File: config.mk
export PLATFORM = sky130hd
export DESIGN_NAME = bank_match_sequencer
export DESIGN_NICKNAME = d
export VERILOG_FILES = /design/src/rtl/bms_pkg.sv /design/src/rtl/field_match_unit.sv /design/src/rtl/bank_match_sequencer.sv
export SDC_FILE = /design/constraint.sdc
export NUM_CORES = 1
export LEC_CHECK = 0
export ABC_AREA = 1
export BUFFER_PORTS_ARGS = -buffer_cell sky130_fd_sc_hd__clkbuf_2
export CAP_MARGIN = 0
export CORE_MARGIN = 4
export CORE_UTILIZATION = 50
export DETAILED_ROUTE_END_ITERATION = 8
export PLACE_DENSITY = 0.8
export SLEW_MARGIN = 10
export SYNTH_ARGS = -nofsm -noshare
export SYNTH_HDL_FRONTEND = slang
export SYNTH_SLANG_ARGS = --single-unit
File: constraint.sdc
create_clock -name CK -period 2.7 [get_ports CK]
set_clock_uncertainty 0.2 [all_clocks]
set_input_delay 0.135 -clock CK [delete_from_list [all_inputs] [get_ports CK]]
set_output_delay 0.135 -clock CK [all_outputs]
set_load 0.005 [all_outputs]
File: src/rtl/bms_pkg.sv
// Shared types and sizing for the bank match sequencer.
package bms_pkg;

  localparam int unsigned NFIELD_DEF = 10;
  localparam int unsigned NBANK_DEF  = 3;
  localparam int unsigned BANK_IDX_W = 2;
  localparam int unsigned SETTLE_W   = 3;

  typedef enum logic [1:0] {
    IDLE = 2'd0,
    SCAN = 2'd1,
    DONE = 2'd2
  } state_e;

endpackage

File: src/rtl/field_match_unit.sv
// Selects one bank from the flattened bank bus and compares it field-by-field with the key.
module field_match_unit
  import bms_pkg::*;
#(
  parameter int unsigned NFIELD = NFIELD_DEF,
  parameter int unsigned NBANK  = NBANK_DEF
) (
  input  logic [NBANK*NFIELD-1:0] bank_data,
  input  logic [BANK_IDX_W-1:0]   bank_idx,
  input  logic [NFIELD-1:0]       key,
  output logic                    match_c
);

  logic [NFIELD-1:0] sel_data;
  logic [NFIELD-1:0] diff;

  // Mux by comparison so an out-of-range index never slices past the bus.
  always_comb begin
    sel_data = '0;
    for (int unsigned i = 0; i < NBANK; i++) begin
      if (bank_idx == BANK_IDX_W'(i)) begin
        sel_data = bank_data[i*NFIELD +: NFIELD];
      end
    end
    diff    = sel_data ^ key;
    match_c = ~|diff;
  end

endmodule

File: src/rtl/bank_match_sequencer.sv
// Walks a one-hot bank select across NBANK banks, settling on each before comparing
// against a latched key; stops at the first match and updates a guarded sticky hold bit.
module bank_match_sequencer
  import bms_pkg::*;
#(
  parameter int unsigned NFIELD = NFIELD_DEF,
  parameter int unsigned NBANK  = NBANK_DEF,
  parameter int unsigned SETTLE = 1
) (
  input  logic                    CK,
  input  logic                    RSTn,
  input  logic                    start,
  input  logic [NFIELD-1:0]       key,
  input  logic [NBANK*NFIELD-1:0] bank_data,
  input  logic                    en_a,
  input  logic                    en_b,
  input  logic                    inhibit,
  output logic [NBANK-1:0]        bank_sel,
  output logic                    busy,
  output logic                    done,
  output logic                    hit,
  output logic [BANK_IDX_W-1:0]   hit_bank,
  output logic                    hold
);

  if (NBANK == 0 || NBANK > (1 << BANK_IDX_W)) begin : g_nbank_range
    $error("bank_match_sequencer: NBANK must be 1..4");
  end
  if (SETTLE > ((1 << SETTLE_W) - 1)) begin : g_settle_range
    $error("bank_match_sequencer: SETTLE must be 0..7");
  end

  state_e                  state_q, state_d;
  logic [BANK_IDX_W-1:0]   b_q, b_d;
  logic [SETTLE_W-1:0]     c_q, c_d;
  logic [NFIELD-1:0]       key_q, key_d;
  logic                    guard_q, guard_d;
  logic [NBANK-1:0]        bank_sel_d;
  logic                    busy_d, done_d, hit_d, hold_d;
  logic [BANK_IDX_W-1:0]   hit_bank_d;
  logic                    match_c;

  field_match_unit #(
    .NFIELD (NFIELD),
    .NBANK  (NBANK)
  ) u_match (
    .bank_data (bank_data),
    .bank_idx  (b_q),
    .key       (key_q),
    .match_c   (match_c)
  );

  // Next-state and next-output logic; every output is registered from its _d value.
  always_comb begin
    state_d    = state_q;
    b_d        = b_q;
    c_d        = c_q;
    key_d      = key_q;
    guard_d    = guard_q;
    hit_d      = hit;
    hit_bank_d = hit_bank;
    hold_d     = hold;

    case (state_q)
      IDLE: begin
        if (start) begin
          key_d      = key;
          guard_d    = en_a & en_b & ~inhibit;
          hit_d      = 1'b0;
          hit_bank_d = '0;
          b_d        = '0;
          c_d        = '0;
          state_d    = SCAN;
        end
      end
      SCAN: begin
        if (c_q != SETTLE_W'(SETTLE)) begin
          c_d = c_q + SETTLE_W'(1);
        end else if (match_c) begin
          hit_d      = 1'b1;
          hit_bank_d = b_q;
          state_d    = DONE;
        end else if (b_q == BANK_IDX_W'(NBANK - 1)) begin
          hit_d      = 1'b0;
          hit_bank_d = '0;
          state_d    = DONE;
        end else begin
          b_d = b_q + BANK_IDX_W'(1);
          c_d = '0;
        end
      end
      DONE: begin
        if (guard_q) begin
          hold_d = hit;
        end
        state_d = IDLE;
      end
      default: state_d = IDLE;
    endcase

    // Derived from the next state so select, busy and done align with it.
    bank_sel_d = (state_d == SCAN) ? (NBANK'(1) << b_d) : '0;
    busy_d     = (state_d != IDLE);
    done_d     = (state_d == DONE);
  end

  always_ff @(posedge CK or negedge RSTn) begin
    if (!RSTn) begin
      state_q  <= IDLE;
      b_q      <= '0;
      c_q      <= '0;
      key_q    <= '0;
      guard_q  <= 1'b0;
      bank_sel <= '0;
      busy     <= 1'b0;
      done     <= 1'b0;
      hit      <= 1'b0;
      hit_bank <= '0;
      hold     <= 1'b0;
    end else begin
      state_q  <= state_d;
      b_q      <= b_d;
      c_q      <= c_d;
      key_q    <= key_d;
      guard_q  <= guard_d;
      bank_sel <= bank_sel_d;
      busy     <= busy_d;
      done     <= done_d;
      hit      <= hit_d;
      hit_bank <= hit_bank_d;
      hold     <= hold_d;
    end
  end

endmodule

==> After elaboration in Yosys (flattened, before gate mapping) <==
Cells that the tools add are included.
{ "op_classes": {"eq_ne": 12, "muxes": 29, "bitwise_logic": 4, "reduce_logical": 9, "addsub": 2, "shift": 1} }
{ "ops": {"columns": ["cell", "count"], "rows": [
  ["$mux 10", 3],
  ["$mux 2", 12],
  ["$mux 3", 5],
  ["$pmux 2 s2", 3],
  ["$reduce_or 10->1", 1],
  ["$xor 10x10->10", 1],
  ["$reduce_and 4->1", 2],
  ["$eq 2x1->1 const B", 3],
  ["$eq 2x2->1 const B", 3],
  ["$ne 3x3->1 const B", 2],
  ["$pmux 3 s2", 1],
  ["$logic_not 2->1", 2],
  ["$mux 1", 4],
  ["$ne 2x2->1 const B", 2],
  ["$reduce_and 2->1", 2],
  ["$reduce_bool 2->1", 2],
  ["$add 3x1->3 const B", 1],
  ["$ne 3x1->1 const B", 1],
  ["$ne 3x2->1 const B", 1],
  ["$shl 1x2->3 const A", 1],
  ["$add 2x1->2 const B", 1],
  ["$and 1x1->1", 2],
  ["$pmux 1 s2", 1],
  ["$not 1->1", 1]
]} }
{ "word_totals": {"word_cells": 68, "out_inout_bits": 9, "input_bits": 46, "regBits": 27} }

==> Depth between registers and ports, before layout <==
{ "depth": {"ltp_word": 11, "mapped_depth": 18, "mapped_depth_nobuf": 18} }

==> Modules after synthesis <==
Synthesis repeated with hierarchy kept, for this count alone.
{ "hier_totals": {"hier_cells": 225, "hier_area_um2": 1595.3} }
{ "modules_own_cells": {"columns": ["module", "cells_per_inst", "area_per_inst_um2", "instances", "seq_area_each_um2"], "rows": [
  ["bank_match_sequencer", 130, 1149.9, 1, 675.6],
  ["field_match_unit", 95, 445.4, 1, 0.0]
]} }

==> Worst setup path after synthesis <==
OpenSTA, ideal clock, no wires.
{ "synth_path": {"path_type": "reg-to-reg", "startpoint": "register b_q[0]", "endpoint": "register hit_bank[0]", "t_required_ps": 2377, "period_less_slack_ps": 2194, "path_buffers": 1, "path_slack_ps": 506, "path_stages_with_launch": 18, "setup_ps": 123, "arrival_time_ps": 1871, "path_cell_list": "dfrtp_1 inv_1 ha_1 inv_1 buf_6 or2_1 nand2_1 nand2_1 nand2_1 nand2_1 nor2_2 nand3_2 nand2_2 nand2_2 nand2_2 nand2_2 nand2_1 o21ai_1"} }
{ "synth_between": {"elab_chain_len": 9, "elab_cells_between_ends": 13, "cone_classes": "eq/ne (3); mux (6); bitwise (1); reduce/logical (3)"} }
{ "synth_rtl": {"columns": ["element", "line_no", "rtl"], "rows": [
  ["start: declaration", "bank_match_sequencer.sv:34", "logic [BANK_IDX_W-1:0] b_q, b_d;"],
  ["start signal: assignment", "bank_match_sequencer.sv:110", "b_q <= '0;"],
  ["start signal: assignment", "bank_match_sequencer.sv:122", "b_q <= b_d;"],
  ["$logic_not 2->1", "field_match_unit.sv:21", "if (bank_idx == BANK_IDX_W'(i)) begin"],
  ["$mux 10 (3 in a row)", "field_match_unit.sv:21", null],
  ["$xor 10x10->10", "field_match_unit.sv:25", "diff = sel_data ^ key;"],
  ["$reduce_or 10->1", "field_match_unit.sv:26", "match_c = ~|diff;"],
  ["$mux 2", "bank_match_sequencer.sv:79", "end else if (match_c) begin"],
  ["$mux 2", "bank_match_sequencer.sv:77", "if (c_q != SETTLE_W'(SETTLE)) begin"],
  ["$pmux 2 s2", "bank_match_sequencer.sv:64", "case (state_q)"],
  ["end signal: assignment", "bank_match_sequencer.sv:130", "hit_bank <= hit_bank_d;"],
  ["end: declaration", "bank_match_sequencer.sv:22", "output logic [BANK_IDX_W-1:0] hit_bank,"]
]} }
Several ways; a longest one is shown, not always the timed one. The select of a mux whose other input is x is not followed.
A chain may end at the register's enable or synchronous reset.

==> Worst setup path after layout <==
Ends and elaborated chain as after synthesis.

==> qor.yml <==
fmax_ghz: 0.401
dieWidth_um: 64.8
dp_hpwl_um: 2920
io_pins: 55
dr.first_iter.drc_count: 66
synth.top_cell.area_share_pct: 42.0
synth_area_leaders: "dfrtp_1, nand2_1, nand3_1, inv_1, a21oi_1"
status: "finished, final reports clean"
grt_pass1_wl_um: 6470
synth_seq_area_share_pct: 42.0
worstPathRequired_ns: 2.73
timing.final.crit_share_pct: 92.3
grt.total_usage_pct: 19.8
endpoint_kind: "flip-flop"
cp_max_fo: 11
cts_root_buf: "clkbuf_4"
antenna_found_initial: 0
overflow: 0
syn_area_mm2: 0.00161
finalHoldViolCount: 0
fill_cells: 265
min_path_type: "primary input to async pin"
synthesis.nets: 276
drt_wl_total_um: 3880
ant_nets: 0
power.leakage_nw: 1.18
route.detailed.drc: 0
io_buffer_count: 54
drt-vias-per-instance: 4.69
grt_pass1_vias: 1517
clk_latency_ns: 0.33
drive_gt1_share_pct: 26.7
synth.distinct_cells: 27
diodes: 0
cpMostUsedCell: "nand2_1"
clockBufferDepth: 2
cts.sinks: 27
final_nets: 350
setup_tns_ns: 0
cts_tree: "built"
htree_levels: 1
fin_crit_ns: 2.49
worstPathBufferInverterCount: 2
cp.arrival_ns: 2.53
cts_buffers: 3
coreArea_mm2: 0.00308
worst_pin_slew_ns: 0.711
cp_cell_sequence: "inv_2 -> ha_1 -> inv_2 -> or2_2 -> nand2_1 -> nand2_1 -> nand2_1 -> nand2_1 -> nor2_2 -> nand3_2 -> nand2_2 -> nand2_2 -> nand2_2 -> nand2_2 -> nand2_1 -> o21ai_1"
regArea_um2: 677
maxCapViolCount: 0
rows: 20
setup_viol: 0
yosysWarnings: 0
start_util_pct: 52.3
clk_transition_reported_paths_ns: 0.15
drv_slew: 0
utilization_pct: 69.4
max_stage_delay_ns: 0.47
ys_ff_latch: 27
synth_cells: 227
ir_drop_v: 0.000465
first_pass_iters: 4
avgSynthCellArea_um2: 7.09
critPathTopFamily: "simple AND/OR/NAND/NOR gates"
rsz0062_at_grt: "false"
num_vias: 1613
multi_input_area_um2: 825
dieArea_mm2: 0.00419
yosysTopAreaCell: "dfrtp_1"
wire_per_inst_um: 11.3
syn_to_final_growth_pct: 32.6
power.density_mw_per_mm2: 961
postCtsSetupBuffers: 0
slew_headroom_pct: 52.2
globalplace.congestion: 0.787
die_h_um: 64.8
start_kind: "flip-flop"
critPathKind: "flip-flop to flip-flop"
slowest_stage: "dfrtp_2"
grt_max_degree: 28
## cells in the mapped netlist, drive strengths merged
library cell   n
nand2         80
dfrtp         27
inv           25
nand3         22
nor2          19
o21ai         16
a21oi         13
or2           10
buf            3
ha             3
clkbuf         2
nor3           2
xor2           2
mux2           1
nand3b         1
o31ai          1
## timing repair
action,CTS,global route
endpoints found under the setup margin,0,9
hold buffers,15,0
resized for setup,0,7
hold endpoints to repair,39,0
## state kept, by name, summed over array words and instances (netlist names)
register,flops
key_q,10
bank_sel,3
c_q,3
b_q,2
hit_bank,2
state_q,2
busy,1
done,1
guard_q,1
hit,1
hold,1
## power breakdown
group	internal [mW]	switching [mW]	leakage (nW)	total, mW
Combinational	0.493	0.727	0.823	1.22
Clock	0.0558	0.122	0.0177	0.178
Sequential	0.559	0.0947	0.336	0.654
## placed cells by master, fill, tap and decap left out, types with 2 or more instances in the layout
cell | Yosys | final
nand2_2 | 4 | 4
nor2_1 | 17 | 17
xor2_1 | 2 | 2
nor3_1 | 2 | 2
a21oi_1 | 13 | 13
dlygate4sd3_1 | 0 | 15
clkbuf_2 | 0 | 54
clkbuf_4 | 0 | 3
dfrtp_1 | 27 | 26
nand2_1 | 76 | 76
o21ai_0 | 13 | 13
inv_1 | 24 | 21
inv_2 | 1 | 4
nand3_1 | 21 | 21
buf_4 | 1 | 5
o21ai_1 | 2 | 2
or2_1 | 8 | 8
## final timing paths
check                            startpoint                 endpoint  slack [ns]  cells past startpoint
min                                    RSTn    bank_sel[2]$_DFF_PN0_        0.14                      2
min reg2reg                hold$_DFFE_PN0P_         hold$_DFFE_PN0P_        0.33                      1
max in group asynchronous              RSTn         b_q[0]$_DFF_PN0_        1.71                      2
max                        b_q[0]$_DFF_PN0_  hit_bank[0]$_DFFE_PN0P_        0.21                     16
min in group CK               bank_data[28]  hit_bank[1]$_DFFE_PN0P_        0.32                      9
max reg2reg                b_q[0]$_DFF_PN0_  hit_bank[0]$_DFFE_PN0P_        0.21                     16
## per-layer routing
layer | vias to the layer above | global-route usage (%) | wire length (um)
li1 | 860 | - | -
met1 | 705 | 25.2 | 1780
met2 | 39 | 33.8 | 1850
met4 | 0 | 8.18 | 93
met3 | 9 | 2.43 | 158
met5 | - | 0 | 0
## metrics by stage
stage / setup slack, ns / cells / hold WS [ns] / cell area, um2 / power [mW]
finish: 0.208 / 344 / 0.139 / 2140 / 2.05
global route: 0.0197 / 344 / 0.199 / 2140 / 2.30
floorplan: 0.506 / 227 / -0.361 / 1610 / 1.55
global placement: 0.194 / 325 / 0.00158 / 1940 / 1.79
detailed placement: 0.127 / 325 / 0.00433 / 1940 / 1.82
CTS: 0.0834 / 344 / 0.146 / 2120 / 2.04
## logic make-up after synthesis
logic type,Yosys count,share of synthesized area [%]
XOR/XNOR,2,1.09
flip-flops,27,42.0
buffers and inverters,30,7.77
multiplexers,1,0.699
AND/OR/NAND/NOR,134,36.4
adder cells (fa/ha/maj),3,2.33
AO/OA/AOI/OAI,30,9.71
## worst reg2reg max path, cell delays in order (launching register included)
cell     delay [ns]
dfrtp_2        0.47
inv_2          0.11
ha_1           0.19
inv_2          0.10
or2_2          0.30
nand2_1        0.07
nand2_1        0.05
nand2_1        0.05
nand2_1        0.07
nor2_2         0.13
nand3_2        0.16
nand2_2        0.12
nand2_2        0.07
nand2_2        0.11
nand2_2        0.06
nand2_1        0.08
o21ai_1        0.06
## area by class of cell
| class | count | share of cell area (%) |
|---|---|---|
| clock buffers | 3 | 1.05 |
| well taps | 44 | 2.58 |
| repair buffers | 74 | 21.4 |
| inverters | 25 | 4.39 |
| multi-input cells | 170 | 38.6 |
| clock inverters | 1 | 0.234 |
| flip-flops and latches | 27 | 31.7 |
Note: power is estimated with default switching activity, not from simulation.
